File: src/rtl/bk_pkg.sv
// Shared helpers for the pipelined Brent-Kung adder: prefix operator,
// elaboration-time log2 and pipeline-boundary placement.
package bk_pkg;

    function automatic int unsigned clog2(input int unsigned v);
        int unsigned r;
        r = 0;
        while ((32'd1 << r) < v) r++;
        return r;
    endfunction

    // Brent-Kung prefix operator: (gh,ph) o (gl,pl)
    function automatic logic [1:0] pg_combine(input logic gh, input logic ph,
                                              input logic gl, input logic pl);
        return {gh | (ph & gl), ph & pl};
    endfunction

    function automatic int unsigned bk_levels(input int unsigned width);
        return 2 * clog2(width) - 1;
    endfunction

    function automatic int unsigned boundary_level(input int unsigned k,
                                                   input int unsigned total,
                                                   input int unsigned stages);
        return (k * total + stages - 1) / stages;
    endfunction

    function automatic logic is_boundary(input int unsigned lvl,
                                         input int unsigned total,
                                         input int unsigned stages);
        for (int unsigned k = 1; k <= stages; k++) begin
            if (boundary_level(k, total, stages) == lvl) return 1'b1;
        end
        return 1'b0;
    endfunction

endpackage

File: src/rtl/bk_prefix_level.sv
// One combinational Brent-Kung prefix level: levels below log2(WIDTH) form
// the up-sweep, the remaining ones the down-sweep.
module bk_prefix_level
    import bk_pkg::*;
#(
    parameter int unsigned WIDTH = 32,
    parameter int unsigned LEVEL = 0
) (
    input  logic [WIDTH-1:0] g_i,
    input  logic [WIDTH-1:0] p_i,
    output logic [WIDTH-1:0] g_o,
    output logic [WIDTH-1:0] p_o
);

    localparam int unsigned LG   = clog2(WIDTH);
    localparam logic        UP   = (LEVEL < LG);
    localparam int unsigned D    = UP ? LEVEL : (2 * LG - 2 - LEVEL);
    localparam int unsigned SPAN = 32'd1 << D;

    for (genvar i = 0; i < WIDTH; i++) begin : g_bit
        // Up-sweep combines at the top of each 2*SPAN block; down-sweep fills
        // the midpoints of blocks from the completed lower prefix.
        localparam logic COMB = UP ? (((i + 1) % (2 * SPAN)) == 0)
                                   : ((((i + 1) % (2 * SPAN)) == SPAN) && ((i + 1) >= 3 * SPAN));
        if (COMB) begin : g_op
            assign {g_o[i], p_o[i]} = pg_combine(g_i[i], p_i[i], g_i[i-SPAN], p_i[i-SPAN]);
        end else begin : g_pass
            assign g_o[i] = g_i[i];
            assign p_o[i] = p_i[i];
        end
    end

endmodule

File: src/rtl/bk_adder_pipe.sv
// Pipelined Brent-Kung adder/subtractor with global-stall valid/ready control.
// Logic levels: pg generation, LEVELS prefix levels, carry/sum XOR.
module bk_adder_pipe
    import bk_pkg::*;
#(
    parameter int unsigned WIDTH  = 32,
    parameter int unsigned STAGES = 2
) (
    input  logic             clk,
    input  logic             rst_n,
    input  logic             in_valid,
    output logic             in_ready,
    input  logic [WIDTH-1:0] a,
    input  logic [WIDTH-1:0] b,
    input  logic             cin,
    input  logic             sub,
    output logic             out_valid,
    input  logic             out_ready,
    output logic [WIDTH-1:0] sum,
    output logic             cout,
    output logic             ovf
);

    localparam int unsigned LEVELS = bk_levels(WIDTH);
    localparam int unsigned NODES  = LEVELS + 2;

    logic              advance;
    logic [STAGES:1]   vld_q;
    logic [STAGES:1]   vld_d;

    // Node j is the value after logic level j, either wired or registered.
    logic [WIDTH-1:0]  g_c  [1:NODES-1];
    logic [WIDTH-1:0]  p_c  [1:NODES-1];
    logic [WIDTH-1:0]  h_c  [1:NODES-1];
    logic              c0_c [1:NODES-1];
    logic [WIDTH-1:0]  g_n  [1:NODES-1];
    logic [WIDTH-1:0]  p_n  [1:NODES-1];
    logic [WIDTH-1:0]  h_n  [1:NODES-1];
    logic              c0_n [1:NODES-1];

    logic [WIDTH-1:0]  b_eff;
    logic [WIDTH-1:0]  carry;
    logic [WIDTH-1:0]  sum_d, sum_q;
    logic              cout_d, cout_q;
    logic              ovf_d, ovf_q;

    assign out_valid = vld_q[STAGES];
    assign advance   = !vld_q[STAGES] | out_ready;
    assign in_ready  = advance;

    always_comb begin
        vld_d = vld_q;
        if (advance) begin
            vld_d[1] = in_valid;
            for (int unsigned k = 2; k <= STAGES; k++) vld_d[k] = vld_q[k-1];
        end
    end

    always_ff @(posedge clk) begin
        if (!rst_n) vld_q <= '0;
        else        vld_q <= vld_d;
    end

    assign b_eff   = sub ? ~b : b;
    assign g_c[1]  = a & b_eff;
    assign p_c[1]  = a ^ b_eff;
    assign h_c[1]  = a ^ b_eff;
    assign c0_c[1] = sub ? ~cin : cin;

    for (genvar j = 2; j <= NODES - 1; j++) begin : g_lvl
        bk_prefix_level #(
            .WIDTH (WIDTH),
            .LEVEL (j - 2)
        ) u_lvl (
            .g_i (g_n[j-1]),
            .p_i (p_n[j-1]),
            .g_o (g_c[j]),
            .p_o (p_c[j])
        );
        assign h_c[j]  = h_n[j-1];
        assign c0_c[j] = c0_n[j-1];
    end

    for (genvar j = 1; j <= NODES - 1; j++) begin : g_node
        if (is_boundary(j, NODES, STAGES)) begin : g_reg
            logic [WIDTH-1:0] g_q, p_q, h_q;
            logic             c0_q;
            always_ff @(posedge clk) begin
                if (advance) begin
                    g_q  <= g_c[j];
                    p_q  <= p_c[j];
                    h_q  <= h_c[j];
                    c0_q <= c0_c[j];
                end
            end
            assign g_n[j]  = g_q;
            assign p_n[j]  = p_q;
            assign h_n[j]  = h_q;
            assign c0_n[j] = c0_q;
        end else begin : g_wire
            assign g_n[j]  = g_c[j];
            assign p_n[j]  = p_c[j];
            assign h_n[j]  = h_c[j];
            assign c0_n[j] = c0_c[j];
        end
    end

    // Carry-in is applied after the prefix tree, so bit 0 stays a plain pg pair.
    always_comb begin
        carry    = '0;
        carry[0] = c0_n[NODES-1];
        for (int unsigned i = 1; i < WIDTH; i++) begin
            carry[i] = g_n[NODES-1][i-1] | (p_n[NODES-1][i-1] & c0_n[NODES-1]);
        end
        sum_d  = h_n[NODES-1] ^ carry;
        cout_d = g_n[NODES-1][WIDTH-1] | (p_n[NODES-1][WIDTH-1] & c0_n[NODES-1]);
        ovf_d  = carry[WIDTH-1] ^ cout_d;
    end

    always_ff @(posedge clk) begin
        if (!rst_n) begin
            sum_q  <= '0;
            cout_q <= 1'b0;
            ovf_q  <= 1'b0;
        end else if (advance) begin
            sum_q  <= sum_d;
            cout_q <= cout_d;
            ovf_q  <= ovf_d;
        end
    end

    assign sum  = sum_q;
    assign cout = cout_q;
    assign ovf  = ovf_q;

endmodule
File: config.mk
export PLATFORM = sky130hd
export DESIGN_NAME = bk_adder_pipe
export DESIGN_NICKNAME = d
export VERILOG_FILES = /design/src/rtl/bk_pkg.sv /design/src/rtl/bk_prefix_level.sv /design/src/rtl/bk_adder_pipe.sv
export SDC_FILE = /design/constraint.sdc
export NUM_CORES = 1
export LEC_CHECK = 0
export CORE_MARGIN = 2
export CORE_UTILIZATION = 56
export DETAILED_ROUTE_END_ITERATION = 16
export PLACE_DENSITY = 0.84
export SLEW_MARGIN = 20
export SYNTH_ARGS = -nofsm -noshare
export SYNTH_HDL_FRONTEND = slang
export SYNTH_SLANG_ARGS = --single-unit
export TNS_END_PERCENT = 20
File: constraint.sdc
create_clock -name clk -period 6.9 [get_ports clk]
set_input_delay 1.035 -clock clk [delete_from_list [all_inputs] [get_ports clk]]
set_output_delay 1.035 -clock clk [all_outputs]
set_load 0.01 [all_outputs]
==> reports/metrics.csv, run 1 <==
metric,value,unit
outcome,finished clean,
fmax,257,MHz
synth_compound_area_share,11.4,%
drtIter0Drc,198,
cts-root-buf,clkbuf_8,
holdCritPathClass,reg -> reg,
path_cells,clkdlybuf4s50_1 -> nor2b_4 -> buf_4 -> inv_4 -> clkdlybuf4s50_1,
period_share,56.3,%
gr-total-overflow,0,
numCtsBuffers,17,
ctsHtreeMaxLevel,4,
hold_viol_final,0,
hpwl,7.49,mm
synth_area,5430,sq um
slew_violations,0,
drt.antenna.violating_nets,0,
synthTopCellsByArea,"edfxtp_1 (45%), dfxtp_1 (13%), ha_1 (7.6%), xor2_1 (7.6%), a21o_1 (3.3%)",
routed_wl,11.3,mm
fin_skew,0.00689,ns
worstPathRequired,5.86,ns
p_leak,2.94,nW
drive_gt1_share,7.72,%
synth_mux_area_share,0,%
clk_latency,0.52,ns
layout_min_cycle_time,3.89,ns
drv_cap,0,
clkSinkCount,117,
antenna_found_initial,0,
synth_top_cell_area_share,44.8,%
hp-start,sum[18],
port_buffers,105,
synth_top_family_by_area,simple AND/OR/NAND/NOR gates,
dr.pass1.iters,4,
ys_seq_elements,117,
yosys_warnings,0,
cts_setup_buffers,0,
cp_slowest_cell,clkdlybuf4s50_1,
areaGrowthSynthToFinish,31.1,%
start_util,58.2,%
die-area,10500,sq um
grt_pass1_wl,17.7,mm
synth_xor_area_share,9.20,%
synthCells,435,
power_density,297,nW/um^2
clk_pin_slew,0.05,ns
end_kind,output pin,
track_usage,22.6,%
synth_fp_nets,538,
yosysTopAreaCell,edfxtp_1,
utilization,76.3,%
total_power,0.00211,W
fin_area,7110,sq um
peakVddDrop,0.181,mV
postSynthAreaPerCell,12.5,sq um
cts_buffer_depth,2,
ys_async_sr_fraction,0,%
grt_pass1_vias,3780,
ys_types,43,
tns,0,ns
setup_violations,0,
start_kind,input port,
cp_num_buf_inv,4,
core.rowCount,35,
cts_hold_buf,0,
postPlaceCellArea,6590,sq um
route.detailed.drc,0,
path_delay_family,buffers and inverters,
yosys.area_share.simple,11.8,%
die_y,102,um
io-pin-count,106,
via_per_inst,5.48,
nNetsFinal,647,
synth_fa_ha_area_share,7.61,%
worstSetupPathType,in -> out,
cts_tree,done,
critPathMaxStageDelay,0.63,ns
critPathMaxFanout,48,
tightest_slew,0.975,ns
gp_congestion,0.808,
dr_total_vias,3757,
core_region_area,9330,sq um
diodes,0,
r2r_start,vld_q[2],
grt_max_degree,80,
cp_data_arrival_time,2.85,ns
die_w,102,um
startpoint,out_ready,
avgRoutedWirePerCell,16.4,um
slew_headroom,35.0,%
synth_ff_type,edfxtp_1,
cts_resized,0,
crit_path_frequent_cell,clkdlybuf4s50_1,
grt_setup_unrepaired,no,
synth_seq_area_share,58.1,%
synth_edf_count,81,
-- path summary, 6_finish.rpt --
kind / to / depth (start not counted) / slack, ns
max: in_ready / 5 / 3.01
min: sum[18] / 2 / 0.46
max reg2reg: ovf / 7 / 4.38
min reg2reg: sum[18] / 2 / 0.46
-- final cells by class --
cell class                      count  area (sq um)
Clock buffer                       23           477
Fill cell                         614          2210
Tap cell                          129           161
Inverter                            8          32.5
Clock inverter                      9          52.6
Timing Repair Buffer              107          1060
Sequential cell                   117          3150
Multi-Input combinational cell    293          2180
-- registers in the layout, summed over array words and instances (netlist names) --
name and count:
g_node.g_reg.h_q 16, ovf 1, sum 32, g_node.g_reg.g_q 32, g_node.g_reg.c0_q 1, g_node.g_reg.p_q 32, cout 1, vld_q 2
-- worst register-to-register path, cell delays in order (launching register included) --
cell and delay (ns):
dfxtp_1 0.31, nor2b_4 0.12, buf_4 0.28, inv_4 0.36
buf_4 0.78, nand2_1 0.21, o21ba_2 0.30, nor3_2 0.04
-- logic make-up (layout without fill, tap and decap cells) --
kind of cell / after synthesis / in the layout
flip-flops: 117 / 117
AO/OA/AOI/OAI: 92 / 92
AND/OR/NAND/NOR: 111 / 111
buffers and inverters: 25 / 147
XOR/XNOR: 57 / 57
adder cells (fa/ha/maj): 33 / 33
-- per-stage QoR --
step | hold WS [ns] | setup slack (ns) | cells
floorplan | 0.441 | 2.00 | 435
global placement | 0.452 | 3.01 | 654
detailed placement | 0.459 | 2.99 | 654
CTS | 0.468 | 2.98 | 686
global route | 0.487 | 2.90 | 686
finish | 0.461 | 3.01 | 686
-- cell usage after synthesis, drive strengths merged (5+ instances only) --
cell / instances
edfxtp: 81
xor2: 47
dfxtp: 36
ha: 33
nand2: 28
o21ai: 26
a21o: 25
nand3: 22
and2: 20
a21oi: 19
clkbuf: 11
xnor2: 10
nand4b: 9
a21boi: 8
and3: 7
inv: 7
buf: 6
or3: 5
-- cell usage in the layout (no fill, tap or decap), drive strengths merged, types with 5 or more instances in the layout --
cell           instances
clkbuf                23
xor2                  47
a21oi                 19
nand3                 22
ha                    33
a21boi                 8
o21ai                 26
nand4b                 9
edfxtp                81
and2                  20
inv                    8
a21o                  25
xnor2                 10
or3                    5
nand2                 28
clkinv                 6
and3                   7
clkdlybuf4s50        103
dfxtp                 36
-- routing by layer --
metal  track usage (%)  vias up  routed length, um  share of wire (%)
met5                 0        -                  0                  0
met4              7.69        0                136                1.2
met3              6.09       14                659                5.8
met2              40.3      127               5990                 53
met1              26.3     1791               4500                 40
li1                  -     1825                  -                  -
-- power by group --
group / total [W] / internal (W) / leakage (nW) / switching, W
combinational: 0.000409 / 0.000221 / 1.50 / 0.000188
clock: 0.000769 / 0.000474 / 0.259 / 0.000295
sequential: 0.000936 / 0.000878 / 1.19 / 0.0000581
Power figures use the tool's default switching activity.
==> run 2: changes to the inputs <==
CORE_UTILIZATION = 52   (was 56)
PLACE_DENSITY = 0.79   (was 0.84)
clock period = 3.8 ns   (was 6.9 ns; I/O delays follow)
==> run 2 against run 1 <==
  * First-iteration DRC count down 35%
  * Hold slack about the same
  * Register-to-register slack worse by 2.6 ns
  * Sequential share of layout area down 0.21 points
  * Sequential cell count unchanged
  * Global-route usage down 1.5 points
  * Routed wire length about the same
  * Critical path type unchanged
==> reports/metrics.csv, run 2 (synthesized netlist as in run 1, its figures left out) <==
metric,value,unit,change
dr.pass1.iters,4,,unchanged
core_region_area,10200,sq um,+9.7%
tightest_slew,0.737,ns,-0.238 ns
core.rowCount,37,,+5.7%
seq_area,3150,sq um,unchanged
layout_min_cycle_time,2.60,ns,
nNetsFinal,651,,+0.62%
drive_gt1_share,7.51,%,-0.21 points
io-pin-count,106,,unchanged
routed_wl,11.3,mm,about the same
pre_cts_ws,0.714,ns,-2.27 ns
final_common_cell,clkdlybuf4s50_1,,
grt_use_met1,25.4,%,-0.93 points
drtIter0Drc,129,,-35%
slew_headroom,50.8,%,+16 points
fin_skew,0.0116,ns,+0.00467 ns
clk_pin_slew,0.05,ns,about the same
route.detailed.drc,0,,unchanged
period_share,68.4,%,
met3_usage,5.27,%,-0.81 points
diodes,0,,unchanged
busiest_layer,met2,,
antenna_found_initial,0,,unchanged
clk_latency,0.51,ns,about the same
cts-root-buf,clkbuf_8,,
hold_end,vld_q[1],,
gr-total-overflow,0,,unchanged
fmax,385,MHz,
grt_pass1_vias,3783,,+0.079%
multiInputGateArea,2180,sq um,unchanged
clkSinkCount,117,,unchanged
postPlaceCellArea,6620,sq um,+0.59%
rrSetupSlack,1.77,ns,-2.61 ns
port_buffers,105,,unchanged
tns,0,ns,unchanged
holdCritPathClass,reg -> reg,,
areaGrowthSynthToFinish,31.7,%,
outcome,finished clean,,
setup_violations,0,,unchanged
layout_common_cells,"clkdlybuf4s50_1 (103), edfxtp_1 (81), xor2_1 (47)",,
worstPathRequired,3.23,ns,-2.63 ns
avgRoutedWirePerCell,16.2,um,-1.4%
r2r_start,vld_q[2],,
hold_depth,2,,unchanged
die-area,11300,sq um,+7.4%
via_per_inst,5.38,,-1.8%
cts_setup_buffers,0,,unchanged
cts_resized,0,,unchanged
r2r-end,sum[11],,
grt_max_degree,48,,-40%
startpoint,out_ready,,
worstSetupPathType,in -> out,,
grt_pass1_wl,18.2,mm,+2.7%
start_kind,input port,,
cts_hold_buf,0,,unchanged
peakVddDrop,0.271,mV,+50%
numCtsBuffers,17,,unchanged
cts_buffer_depth,2,,unchanged
hp-start,vld_q[1],,
p_leak,2.96,nW,+0.72%
grt_use_met2,36.2,%,-4.1 points
cts_tree,done,,
critPathMaxFanout,28,,-42%
ctsHtreeMaxLevel,4,,unchanged
power_density,537,nW/um^2,+81%
drv_cap,0,,unchanged
die_w,106,um,+3.6%
hpwl,7.83,mm,+4.5%
slew_violations,0,,unchanged
track_usage,21.1,%,-1.5 points
cp_data_arrival_time,2.03,ns,-0.82 ns
drt.antenna.violating_nets,0,,unchanged
gp_congestion,0.789,,-2.3%
start_util,53.0,%,-5.1 points
hold_viol_final,0,,unchanged
die_y,106,um,+3.6%
grt_setup_unrepaired,no,,
fin_area,7150,sq um,+0.47%
nFillCells,746,,+21%
end_kind,output pin,,
setup_ws,1.20,ns,-1.81 ns
utilization,69.9,%,-6.4 points
dr_total_vias,3736,,-0.56%
reg2regPathDepth,5,,-2
run 2: cell types whose count changed in the layout (fill, tap and decap cells not counted):
cell	before	now
buf_4	2	6
bufinv_16	0	1
clkbuf_1	2	4
clkbuf_8	5	4
clkinv_1	0	1
clkinv_2	6	4
clkinvlp_4	3	0
run 2: power breakdown:
group	leakage [nW]	internal, W	switching, W
Clock	0.262	0.000902	0.000501
Combinational	1.51	0.000404	0.000342
Sequential	1.19	0.00159	0.0000984
run 2: worst max-delay path by stage:
stage | to | slack (ns) | depth (start not counted)
6_report | in_ready | 1.20 | 4
4_1_cts | in_ready | 1.20 | 4
2_1_floorplan | in_ready | 0.11 | 4
5_1_grt | in_ready | 1.15 | 4
3_5_place_dp | g_node[6].g_reg.g_q[31] | 0.71 | 9
3_3_place_gp | g_node[6].g_reg.g_q[31] | 0.78 | 9
run 2: through the flow:
step           cells  total power (W)  hold slack (ns)
2_1_floorplan    435          0.00211            0.441
3_3_place_gp     665          0.00242            0.450
3_5_place_dp     665          0.00246            0.451
4_1_cts          695          0.00386            0.464
5_1_grt          695          0.00402            0.489
6_report         695          0.00384            0.462
run 2: routing by layer:
layer	wire length, um	up-vias
li1	-	1829
met1	4900	1780
met2	5660	113
met3	553	14
met4	163	0
met5	0	-
run 2: cell type report:
| class | instances | share of cell area, % |
|---|---|---|
| sequential | 117 | 44.1 |
| multi-input combinational | 293 | 30.5 |
| timing repair buffer | 111 | 15.2 |
| clock buffer | 24 | 6.58 |
| tap | 136 | 2.38 |
| clock inverter | 6 | 0.753 |
| inverter | 8 | 0.455 |
run 2: critical path, stage by stage:
cell	delay, ns
clkdlybuf4s50_1	0.51
nor2b_4	0.06
inv_4	0.25
clkdlybuf4s50_1	0.62
==> run 3: changes to the inputs <==
clock period = 2.5 ns   (was 3.8 ns; I/O delays follow)
==> run 3 against run 2 <==
  * Clock skew down 0.0046 ns
  * Via count up 1.6%
  * Global-route usage about the same
  * First-iteration DRC count up 32%
  * Routed wire length up 0.98%
  * Register-to-register slack worse by 1.2 ns
  * Sequential cell count unchanged
  * Die area unchanged
  * Combinational power up 55%
  * Sequential share of layout area down 1.0 points
  * Largest cell class unchanged
  * Largest power group unchanged
  * Highest routed layer unchanged
==> reports/metrics.csv, run 3 (synthesized netlist as in run 1, its figures left out) <==
metric,value,unit,change
die-area,11300,sq um,unchanged
avgRoutedWirePerCell,16.1,um,-0.59%
total_power,0.00608,W,+58%
cts_tree,done,,
start_util,53.0,%,unchanged
rrSetupSlack,0.56,ns,-1.21 ns
dr_total_vias,3795,,+1.6%
track_usage,21.2,%,about the same
dr.pass1.iters,4,,unchanged
hpwl,7.77,mm,-0.71%
drtIter0Drc,170,,+32%
clk_latency,0.51,ns,about the same
grt_pass1_wl,18.2,mm,about the same
clk_pin_slew,0.05,ns,about the same
fin_skew,0.00698,ns,-0.00459 ns
reg2regPathDepth,5,,unchanged
tns,0,ns,unchanged
ctsHtreeMaxLevel,4,,unchanged
slew_headroom,64.7,%,+14 points
setup_violations,0,,unchanged
nFillCells,718,,-3.8%
clkSinkCount,117,,unchanged
drv_cap,0,,unchanged
outcome,finished clean,,
fmax,460,MHz,
antenna_found_initial,0,,unchanged
via_per_inst,5.38,,about the same
hold_end,vld_q[2],,
r2r-end,ovf,,
gp_congestion,0.791,,+0.29%
route.detailed.drc,0,,unchanged
peakVddDrop,0.401,mV,+48%
slew_violations,0,,unchanged
drt.antenna.violating_nets,0,,unchanged
nNetsFinal,660,,+1.4%
grt_setup_unrepaired,no,,
grt_pass1_vias,3917,,+3.5%
cts_buffer_depth,2,,unchanged
routed_wl,11.4,mm,+0.98%
layout_min_cycle_time,2.17,ns,
port_buffers,105,,unchanged
r2r_start,g_node[6].g_reg.c0_q,,
numCtsBuffers,17,,unchanged
start_kind,input port,,
holdCritPathClass,in -> reg,,
io-pin-count,106,,unchanged
diodes,0,,unchanged
die_w,106,um,unchanged
cts_resized,0,,unchanged
end_kind,flip-flop,,
core_region_area,10200,sq um,unchanged
cts_setup_buffers,0,,unchanged
layout_common_cells,"clkdlybuf4s50_1 (103), edfxtp_1 (81), xor2_1 (47)",,
utilization,71.5,%,+1.6 points
tightest_slew,0.530,ns,-0.208 ns
hold_viol_final,0,,unchanged
cp_data_arrival_time,2.41,ns,+0.38 ns
hold_depth,2,,unchanged
cts-root-buf,clkbuf_8,,
p_leak,3.05,nW,+2.8%
areaGrowthSynthToFinish,34.8,%,
core.rowCount,37,,unchanged
die_y,106,um,unchanged
final_common_cell,clkdlybuf4s50_1,,
hp-start,rst_n,,
power_density,832,nW/um^2,+55%
period_share,87.0,%,
worstSetupPathType,in -> reg,,
gr-total-overflow,0,,unchanged
cts_hold_buf,0,,unchanged
critPathMaxFanout,3,,-89%
grt_max_degree,63,,+31%
worstPathRequired,2.74,ns,-0.49 ns
drive_gt1_share,9.65,%,+2.1 points
## run 3: cell count changes in the layout (fill, tap and decap cells not counted)
cell and change:
clkinvlp_4 +2, clkbuf_16 +1, buf_4 +6, bufinv_16 +1
clkbuf_1 -1, buf_12 +3, clkinv_1 -1
## run 3: per-stage QoR
stage / instance area (sq um) / hold slack, ns / cells / worst slack, ns
2_1_floorplan: 5440 / 0.441 / 435 / -0.0553
3_3_place_gp: 6730 / 0.452 / 674 / -0.150
3_5_place_dp: 6730 / 0.455 / 674 / -0.169
4_1_cts: 7320 / 0.345 / 706 / 0.344
5_1_grt: 7320 / 0.377 / 706 / 0.220
6_report: 7320 / 0.356 / 706 / 0.326
## run 3: critical path, cell delays in order
cell and delay [ns]:
clkdlybuf4s50_1 0.47, xor2_1 0.15, ha_1 0.27, a21o_1 0.20, a31o_2 0.26, a221o_1 0.33
a31oi_1 0.23, o211ai_1 0.13
## run 3: worst max path at each step
| stage | end | from |
|---|---|---|
| after detailed placement | g_node[6].g_reg.g_q[31] | b[9] |
| after floorplan | sum[31] | vld_q[2] |
| final | g_node[6].g_reg.g_q[31] | b[9] |
| after global placement | g_node[6].g_reg.g_q[31] | b[9] |
| after global routing | g_node[6].g_reg.g_q[31] | b[3] |
| after CTS | g_node[6].g_reg.g_q[31] | b[9] |
## run 3: per-layer routing
metal / wire, um / vias to the layer above / GRT usage, %
li1: - / 1846 / -
met1: 4720 / 1797 / 25.0
met2: 5790 / 137 / 35.7
met3: 739 / 15 / 6.25
met4: 131 / 0 / 9.49
met5: 0 / - / 0
## run 3: power breakdown
part           switching, W  internal (W)
clock              0.000799       0.00155
combinational      0.000521      0.000638
sequential         0.000155       0.00242
## run 3: cell type report
| class | instances | area [sq um] | area share, % |
|---|---|---|---|
| Inverter | 8 | 32.5 | 0.445 |
| Clock buffer | 24 | 492 | 6.72 |
| Clock inverter | 8 | 95.1 | 1.30 |
| Sequential cell | 117 | 3150 | 43.1 |
| Tap cell | 136 | 170 | 2.33 |
| Timing Repair Buffer | 120 | 1190 | 16.3 |
| Multi-Input combinational cell | 293 | 2180 | 29.8 |
